### config.mk
export PLATFORM = sky130hd
export DESIGN_NAME = mem_arbiter
export DESIGN_NICKNAME = d
export VERILOG_FILES = /design/src/rtl/mem_arbiter.sv
export SDC_FILE = /design/constraint.sdc
export NUM_CORES = 1
export LEC_CHECK = 0
export ABC_AREA = 1
export BUFFER_PORTS_ARGS = -buffer_cell sky130_fd_sc_hd__buf_2
export CORE_ASPECT_RATIO = 1.75
export CORE_UTILIZATION = 58
export CTS_CLUSTER_DIAMETER = 40
export DETAILED_ROUTE_END_ITERATION = 8
export GPL_TIMING_DRIVEN = 0
export PLACE_DENSITY = 0.9
export SLEW_MARGIN = 25
export SYNTH_ARGS = -nofsm -noshare
export SYNTH_HDL_FRONTEND = slang
export SYNTH_SLANG_ARGS = --single-unit
### constraint.sdc
create_clock -name clk_in -period 17 [get_ports clk_in]
set_clock_uncertainty 0.1 [all_clocks]
set_input_delay 3.4 -clock clk_in [delete_from_list [all_inputs] [get_ports clk_in]]
set_output_delay 3.4 -clock clk_in [all_outputs]
set_load 0.05 [all_outputs]
### src/rtl/mem_arbiter.sv
// Byte-wide memory port arbiter: instruction-fetch word reads vs load/store byte/half/word accesses.
// Define MEM_ARB_FLUSH_EN to add flush_in, which aborts an in-flight fetch.
module mem_arbiter #(
  parameter int ADDR_WIDTH = 32,
  parameter int IO_SEL_HI  = 17
) (
  input  logic                  clk_in,
  input  logic                  rst_in,
  input  logic                  rdy_in,
  input  logic                  if_req,
  input  logic [ADDR_WIDTH-1:0] if_addr,
  output logic                  if_done,
  output logic [31:0]           if_data,
  input  logic                  ls_req,
  input  logic                  ls_wr,
  input  logic [1:0]            ls_size,
  input  logic [ADDR_WIDTH-1:0] ls_addr,
  input  logic [31:0]           ls_wdata,
  output logic                  ls_done,
  output logic [31:0]           ls_rdata,
  input  logic [7:0]            mem_din,
  output logic [7:0]            mem_dout,
  output logic [ADDR_WIDTH-1:0] mem_a,
  output logic                  mem_wr,
`ifdef MEM_ARB_FLUSH_EN
  input  logic                  flush_in,
`endif
  input  logic                  io_buffer_full
);

  // IDLE: arbitrate | RD: issue/capture read bytes | WR: issue write bytes
  typedef enum logic [1:0] {S_IDLE, S_RD, S_WR} state_t;

  state_t                state, state_nx;
  logic                  grant_ls, last_ls, pend;
  logic [2:0]            len, iss, rcv, ls_len;
  logic [ADDR_WIDTH-1:0] base, cur_addr;
  logic [31:0]           wdata, rbuf, rd_word;
  logic                  flush, if_ok, ls_ok, is_io;
  logic                  take_if, take_ls, issue, capture, finish, rewind;

`ifdef MEM_ARB_FLUSH_EN
  assign flush = flush_in;
`else
  assign flush = 1'b0;
`endif

  assign cur_addr = base + {{(ADDR_WIDTH-3){1'b0}}, iss};
  assign is_io    = (cur_addr[IO_SEL_HI -: 2] == 2'b11);
  assign if_ok    = if_req && !if_done && !flush;
  assign ls_ok    = ls_req && !ls_done;
  assign ls_len   = (ls_size == 2'd0) ? 3'd1 : (ls_size == 2'd1) ? 3'd2 : 3'd4;
  assign rewind   = (state == S_RD) && !rdy_in;

  always_comb begin
    rd_word = rbuf;
    rd_word[8*rcv[1:0] +: 8] = mem_din;
  end

  always_comb begin
    state_nx = state;
    take_if  = 1'b0;
    take_ls  = 1'b0;
    issue    = 1'b0;
    capture  = 1'b0;
    finish   = 1'b0;
    mem_a    = '0;
    mem_dout = 8'h00;
    mem_wr   = 1'b0;
    case (state)
      S_IDLE: begin
        if (rdy_in) begin
          if (if_ok && (!ls_ok || last_ls)) take_if = 1'b1;
          else if (ls_ok)                   take_ls = 1'b1;
          if (take_if || (take_ls && !ls_wr)) state_nx = S_RD;
          else if (take_ls)                   state_nx = S_WR;
        end
      end
      S_RD: begin
        if (flush && !grant_ls) begin
          state_nx = S_IDLE;
        end else if (rdy_in) begin
          issue   = (iss < len);
          capture = pend;
          if (pend && (rcv + 3'd1 == len)) begin
            finish   = 1'b1;
            state_nx = S_IDLE;
          end
        end
      end
      S_WR: begin
        // I/O writes wait for room in the UART transmit buffer
        if (rdy_in && !(is_io && io_buffer_full)) begin
          issue    = 1'b1;
          mem_wr   = 1'b1;
          mem_dout = wdata[8*iss[1:0] +: 8];
          if (iss + 3'd1 == len) begin
            finish   = 1'b1;
            state_nx = S_IDLE;
          end
        end
      end
      default: state_nx = S_IDLE;
    endcase
    if (issue) mem_a = cur_addr;
  end

  always_ff @(posedge clk_in or posedge rst_in) begin
    if (rst_in) begin
      state    <= S_IDLE;
      grant_ls <= 1'b0;
      last_ls  <= 1'b1;
      pend     <= 1'b0;
      len      <= 3'd0;
      iss      <= 3'd0;
      rcv      <= 3'd0;
      base     <= '0;
      wdata    <= 32'h0;
      rbuf     <= 32'h0;
      if_done  <= 1'b0;
      ls_done  <= 1'b0;
      if_data  <= 32'h0;
      ls_rdata <= 32'h0;
    end else begin
      state   <= state_nx;
      if_done <= finish && !grant_ls;
      ls_done <= finish && grant_ls;
      pend    <= issue && (state == S_RD);
      if (take_if || take_ls) begin
        grant_ls <= take_ls;
        last_ls  <= take_ls;
        base     <= take_ls ? ls_addr : if_addr;
        len      <= take_ls ? ls_len : 3'd4;
        wdata    <= ls_wdata;
        iss      <= 3'd0;
        rcv      <= 3'd0;
        rbuf     <= 32'h0;
      end else begin
        // a paused bus loses the read in flight, so reissue from the first uncaptured byte
        if (rewind)     iss <= rcv;
        else if (issue) iss <= iss + 3'd1;
        if (capture) begin
          rbuf <= rd_word;
          rcv  <= rcv + 3'd1;
        end
      end
      if (finish && (state == S_RD)) begin
        if (grant_ls) ls_rdata <= rd_word;
        else          if_data  <= rd_word;
      end
    end
  end

endmodule
==> reports/metrics.yaml, run 1 <==
ys_warn_count: 0
max-cap-violations: 0
worst-setup-path-type: "in2out"
hold_violations: 0
leakage_uw: 0.00604
fmax_ghz: 0.117
startpoint_type: "input pin"
drc: 0
avgSynthCellArea_sq_um: 7.90
cts_buffer_depth: 2
cts.sinks: 176
regArea_sq_mm: 0.00441
wirelength_um: 27100
drt_iter0_drc: 520
layout-drive-gt1-share_pct: 20.6
io_pins: 220
yosysTopAreaCell: "dfrtp_1"
synth_area_leaders: "dfrtp_1 48%, nand2_1 11%, o21ai_0 6.0%, inv_1 5.2%, nand4_1 5.0%"
relSlewSlack_pct: 54.3
area_growth_pct: 21.3
fin_ws_ps: 8470
synth_edf_count: 0
hpwl_um: 20600
start_util_pct: 59.5
cts_tree: "built"
combPwrFrac_pct: 34.6
grt_pass1_vias: 8922
die_w_um: 97.0
clock_latency_ps: 440
post_dp_cell_area_sq_mm: 0.0105
clk_pin_slew_worst_paths_ps: 70
final_util_pct: 72.2
hold_path.class: "reg2reg"
path_cells: "buf_2 > inv_1 > nor2_1 > nand2_2 > nand3_2 > nand2_1 > nand2_2 > buf_6 > nor3_1 > buf_2"
routed_via_density: 5.71
port_buffers: 218
synthArstFlopShare_pct: 100
fin_crit_ps: 8530
power_frac_clock_pct: 26.6
rows: 60
dr.pass1.iters: 7
antenna_found_initial: 1
slowest_stage: "buf_2"
cts_root_buf: "clkbuf_16"
worst_pin_slew_ps: 679
ant_nets: 0
multi_input_area_sq_mm: 0.00391
pwr-share-seq_pct: 38.8
routed-via-count: 9114
die_height_um: 168
nets: 1527
syn_inst: 1159
finalPower_uw: 1470
crit_arrival_ps: 5030
switchingPower_uw: 607
post_cts_buffers: 0
critPathMaxStageDelay_ps: 340
synth_top_flop_cell: "dfrtp_1"
cts_hold_buf: 0
finalSetupViolCount: 0
post-place-ws_ps: 8540
fillers: 1207
synth_seq_area_share_pct: 48.1
slew_violations: 0
rsz0062_at_grt: "false"
powerDensity_mw_per_mm2: 133
cp-end-kind: "primary output"
sw_frac_of_total_pct: 41.2
rrSetupSlack_ps: 13550
synth_nets: 1289
ir_drop_mv: 0.110
final.setup.tns_ps: 0
required_ps: 13500
coreArea_sq_mm: 0.0154
synth_area_sq_mm: 0.00916
ys_ff_latch: 176
grt_max_degree: 100
p_int_uw: 866
grt_overflow_total: 0
grt_pass1_wl_um: 42600
cts.htree.levels: 4
grt_usage_pct: 33.2
cts-resized-gates: 0
status: "complete, no violations"
dieArea_sq_mm: 0.0163
wl_per_cell_um: 17.0
numCtsBuffers: 17
gp_congestion: 0.979
finalInstanceArea_sq_mm: 0.0111
netlist.area_leader.share_pct: 47.8
finalCritPeriodShare_pct: 50.2
synth_cell_types: 37
worst-path-max-fanout: 10
layout make-up:
class | instances | share of cell area, %
inverters | 135 | 4.63
diodes | 1 | 0.0225
clock buffers | 19 | 3.99
well taps | 186 | 2.10
plain buffers | 71 | 3.01
flip-flops and latches | 176 | 39.7
repair buffers | 219 | 10.1
clock inverters | 13 | 1.31
multi-input cells | 777 | 35.2
layer usage:
layer / share of wire (%) / vias to the layer above / GRT usage [%]
met1: 35 / 4261 / 34.1
met3: 5.9 / 106 / 5.15
met5: 0 / - / 0
li1: - / 4318 / -
met2: 53 / 429 / 61.4
met4: 6.1 / 0 / 22.0
stage by stage:
stage | cells | hold slack [ps]
finish | 1597 | 373
global route | 1597 | 396
CTS | 1596 | 372
detailed placement | 1564 | 354
global placement | 1563 | 351
floorplan | 1159 | 337
power by group through the flow:
| stage | clock (uW) | combinational [uW] | sequential (uW) |
|---|---|---|---|
| floorplan | 0 | 362 | 565 |
| global placement | 0 | 482 | 573 |
| detailed placement | 0 | 498 | 576 |
| CTS | 394 | 504 | 568 |
| global route | 413 | 561 | 580 |
| finish | 392 | 509 | 571 |
cell usage in the layout (no fill, tap or decap), types with 11 or more instances in the layout:
master     synthesis  final
xor2_1            19     19
nand2_1          273    273
ha_1              16     16
nor2_1            91     91
dfrtp_1          175    175
nor3_1            19     19
nand3_1           27     27
inv_1            127    126
nand4_1           73     73
buf_2             12    230
clkbuf_1          48     49
o21ai_0          110    110
a21oi_1           51     51
clkbuf_16          0     17
a31oi_1           11     11
o22ai_1           39     39
worst paths after layout:
path | start | end | cells after the start
max | io_buffer_full | mem_a[4] | 10
min | wdata[2] | wdata[2] | 2
max reg2reg | iss[0] | if_data[21] | 13
min reg2reg | wdata[2] | wdata[2] | 2
max in group asynchronous | rst_in | ls_rdata[11] | 3
min in group asynchronous | rst_in | base[12] | 2
cells by family after synthesis:
kind of cell / after synthesis / share of synthesized area [%]
and+or+nand+nor: 502 / 24.0
buffers and inverters: 206 / 9.18
AOI/OAI and AO/OA: 236 / 14.2
DFF: 176 / 48.1
xor gates and xnor gates: 22 / 2.10
adders and majority gates: 17 / 2.41
cells in the mapped netlist (3+ instances only):
| master | n |
|---|---|
| a21oi_1 | 51 |
| a22oi_1 | 8 |
| a31oi_1 | 11 |
| buf_1 | 4 |
| buf_2 | 12 |
| buf_6 | 7 |
| clkbuf_1 | 48 |
| clkinv_1 | 5 |
| dfrtp_1 | 175 |
| ha_1 | 16 |
| inv_1 | 127 |
| inv_2 | 3 |
| nand2_1 | 273 |
| nand2_2 | 3 |
| nand3_1 | 27 |
| nand4_1 | 73 |
| nor2_1 | 91 |
| nor2_2 | 3 |
| nor3_1 | 19 |
| nor3_2 | 3 |
| nor4_1 | 4 |
| o21a_1 | 8 |
| o21ai_0 | 110 |
| o21ai_1 | 5 |
| o22ai_1 | 39 |
| or2_2 | 3 |
| xnor2_1 | 3 |
| xor2_1 | 19 |
sequential cells by signal (all words and copies together) (netlist names):
| register | flops |
|---|---|
| ls_rdata | 32 |
| if_done | 1 |
| if_data | 32 |
| len | 3 |
| rbuf | 32 |
| last_ls | 1 |
| rcv | 3 |
| base | 32 |
| grant_ls | 1 |
| state | 2 |
| wdata | 32 |
| pend | 1 |
| ls_done | 1 |
| iss | 3 |
worst max-delay path: cells and delay by family:
family / cells / cell delay, ps
AND/OR/NAND/NOR: 6 / 950
buffers and inverters: 4 / 680
Power figures use the tool's default switching activity.
==> inputs of run 2 (changes only) <==
--- a/config.mk
+++ b/config.mk
@@ -5,14 +5,14 @@
 export SDC_FILE = /design/constraint.sdc
 export NUM_CORES = 1
 export LEC_CHECK = 0
-export ABC_AREA = 1
+export ABC_AREA = 0
 export BUFFER_PORTS_ARGS = -buffer_cell sky130_fd_sc_hd__buf_2
 export CORE_ASPECT_RATIO = 1.75
-export CORE_UTILIZATION = 58
+export CORE_UTILIZATION = 49
 export CTS_CLUSTER_DIAMETER = 40
 export DETAILED_ROUTE_END_ITERATION = 8
 export GPL_TIMING_DRIVEN = 0
-export PLACE_DENSITY = 0.9
+export PLACE_DENSITY = 0.82
 export SLEW_MARGIN = 25
 export SYNTH_ARGS = -nofsm -noshare
 export SYNTH_HDL_FRONTEND = slang
==> constraint.sdc (replaced) <==
create_clock -name clk_in -period 7.48 [get_ports clk_in]
set_clock_uncertainty 0.1 [all_clocks]
set_input_delay 1.496 -clock clk_in [delete_from_list [all_inputs] [get_ports clk_in]]
set_output_delay 1.496 -clock clk_in [all_outputs]
set_load 0.05 [all_outputs]
==> reports/metrics.yaml, run 2 <==
leakage_uw: 0.00565
timing.rr.start: "iss[0]"
cts-resized-gates: 0
worst-path-max-fanout: 10
die_w_um: 104
yosysTopAreaCell: "dfrtp_1"
wl_per_cell_um: 16.7
post_dp_cell_area_sq_mm: 0.0103
final.setup.tns_ps: 0
rsz0062_at_grt: "false"
synth_top_flop_cell: "dfrtp_1"
layout_commonest_cell: "buf_2"
coreArea_sq_mm: 0.0176
fmax_ghz: 0.178
hold_violations: 0
cts.htree.levels: 4
hpwl_um: 17900
rows: 64
layout-drive-gt1-share_pct: 26.8
ir_drop_mv: 0.163
ys_ff_latch: 176
clock_latency_ps: 440
avgSynthCellArea_sq_um: 9.60
fin_cells: 1408
cts_root_buf: "clkbuf_16"
synth_area_leaders: "dfrtp_1 49%, nand2_1 7.9%, nor2_1 4.7%, mux2_2 4.3%, o21ai_0 4.2%"
finalSetupViolCount: 0
r2r_cells: 9
drt_iter0_drc: 281
io_pins: 220
start_util_pct: 50.4
post_cts_buffers: 0
status: "complete, no violations"
synth_cell_types: 49
synth_seq_area_share_pct: 49.6
rrSetupSlack_ps: 3790
worst-setup-path-type: "reg2out"
hold_path_depth: 2
hold_path.class: "reg2reg"
mostFrequentLayoutCells: "227 x buf_2, 188 x nand2_1, 175 x dfrtp_1, 111 x nor2_1, 74 x o21ai_0"
port_buffers: 219
grt_pass1_wl_um: 37900
synthArstFlopShare_pct: 100
finalInstanceArea_sq_mm: 0.0109
netlist.area_leader.share_pct: 49.3
drc: 0
relSlewSlack_pct: 39.4
grt_pass1_vias: 7822
required_ps: 5880
die_height_um: 180
dp.cells: 1376
grt_overflow_total: 0
grt_max_degree: 101
n_antenna_cell: 0
hold-path-endpoint: "wdata[21]"
worst_pin_slew_ps: 902
r2r_end: "if_data[16]"
cts_buffer_depth: 2
netlist_top_cells_count: "188 x nand2_1, 175 x dfrtp_1, 111 x nor2_1"
yosysMostFrequentCell: "nand2_1"
nets: 1294
max-cap-violations: 0
final_util_pct: 62.0
dr.pass1.iters: 4
synth_edf_count: 0
gp_congestion: 0.853
slew_violations: 0
ys_warn_count: 0
cts_tree: "built"
min_from: "wdata[21]"
dieArea_sq_mm: 0.0187
fin_crit_ps: 5620
grt_usage_pct: 26.0
finalCritPeriodShare_pct: 75.2
ant_nets: 0
synth_area_sq_mm: 0.00888
routed_via_density: 5.37
crit_arrival_ps: 4030
cp-end-kind: "primary output"
cts_hold_buf: 0
cts.sinks: 176
area_growth_pct: 23.0
finalPower_uw: 3230
syn_inst: 925
fillers: 1543
clk_pin_slew_worst_paths_ps: 70
routed-via-count: 7555
wirelength_um: 23500
powerDensity_mw_per_mm2: 296
startpoint_type: "flip-flop"
antenna_found_initial: 0
synth_nets: 1055
numCtsBuffers: 17
[run 2: worst max-delay path: stages (launching register included)]
cell and delay [ps]:
dfrtp_1 440, ha_1 250, fa_1 430, a21oi_2 340, nor3_1 130, a211oi_2 660, a21oi_1 310, nand2b_1 210
buf_2 170, buf_2 210, nor2_1 150, buf_2 280
[run 2: worst max path at each step]
stage	startpoint	to	slack, ps	cells after the start
final	iss[0]	mem_a[30]	1860	11
after global routing	iss[0]	mem_a[29]	1580	11
after CTS	iss[0]	mem_a[29]	1810	11
after detailed placement	io_buffer_full	mem_a[29]	2070	10
after global placement	rst_in	ls_rdata[1]	-730	2
after floorplan	rst_in	base[0]	1110	1
[run 2: report_power, final]
group          internal [uW]  switching [uW]  total (uW)  leakage [uW]
clock                    509             417         926      0.000298
combinational            365             614         978       0.00301
sequential              1150             175        1320       0.00234
total                   2020            1210        3230       0.00565
[run 2: stage by stage]
stage	setup WS, ps	hold WS [ps]
final	1860	375
after global routing	1580	393
after CTS	1810	376
after detailed placement	2070	359
after global placement	-734	354
after floorplan	1110	340
[run 2: cell type report]
cell class,count,area (sq um),area share [%]
plain buffers,45,201,1.84
clock buffers,17,425,3.90
clock inverters,15,188,1.72
inverters,50,195,1.79
multi-input cells,654,4090,37.5
flip-flops and latches,176,4410,40.3
well taps,231,289,2.65
repair buffers,220,1120,10.3
[run 2: logic make-up after synthesis]
logic type | after synthesis | share of synthesized area, %
mux | 107 | 14.1
compound gates | 131 | 8.30
simple gates | 361 | 17.2
buf+inv | 95 | 4.38
xor+xnor | 38 | 3.90
flops | 176 | 49.6
fa+ha+maj | 17 | 2.48
[run 2: routing by layer]
metal | global-route usage (%) | part of all wire, % | wire (um) | vias to the layer above
li1 | - | - | - | 3564
met1 | 25.8 | 35 | 8280 | 3686
met2 | 49.6 | 56 | 13100 | 235
met3 | 3.94 | 3.9 | 913 | 70
met4 | 16.2 | 5.1 | 1210 | 0
met5 | 0 | 0 | 0 | -
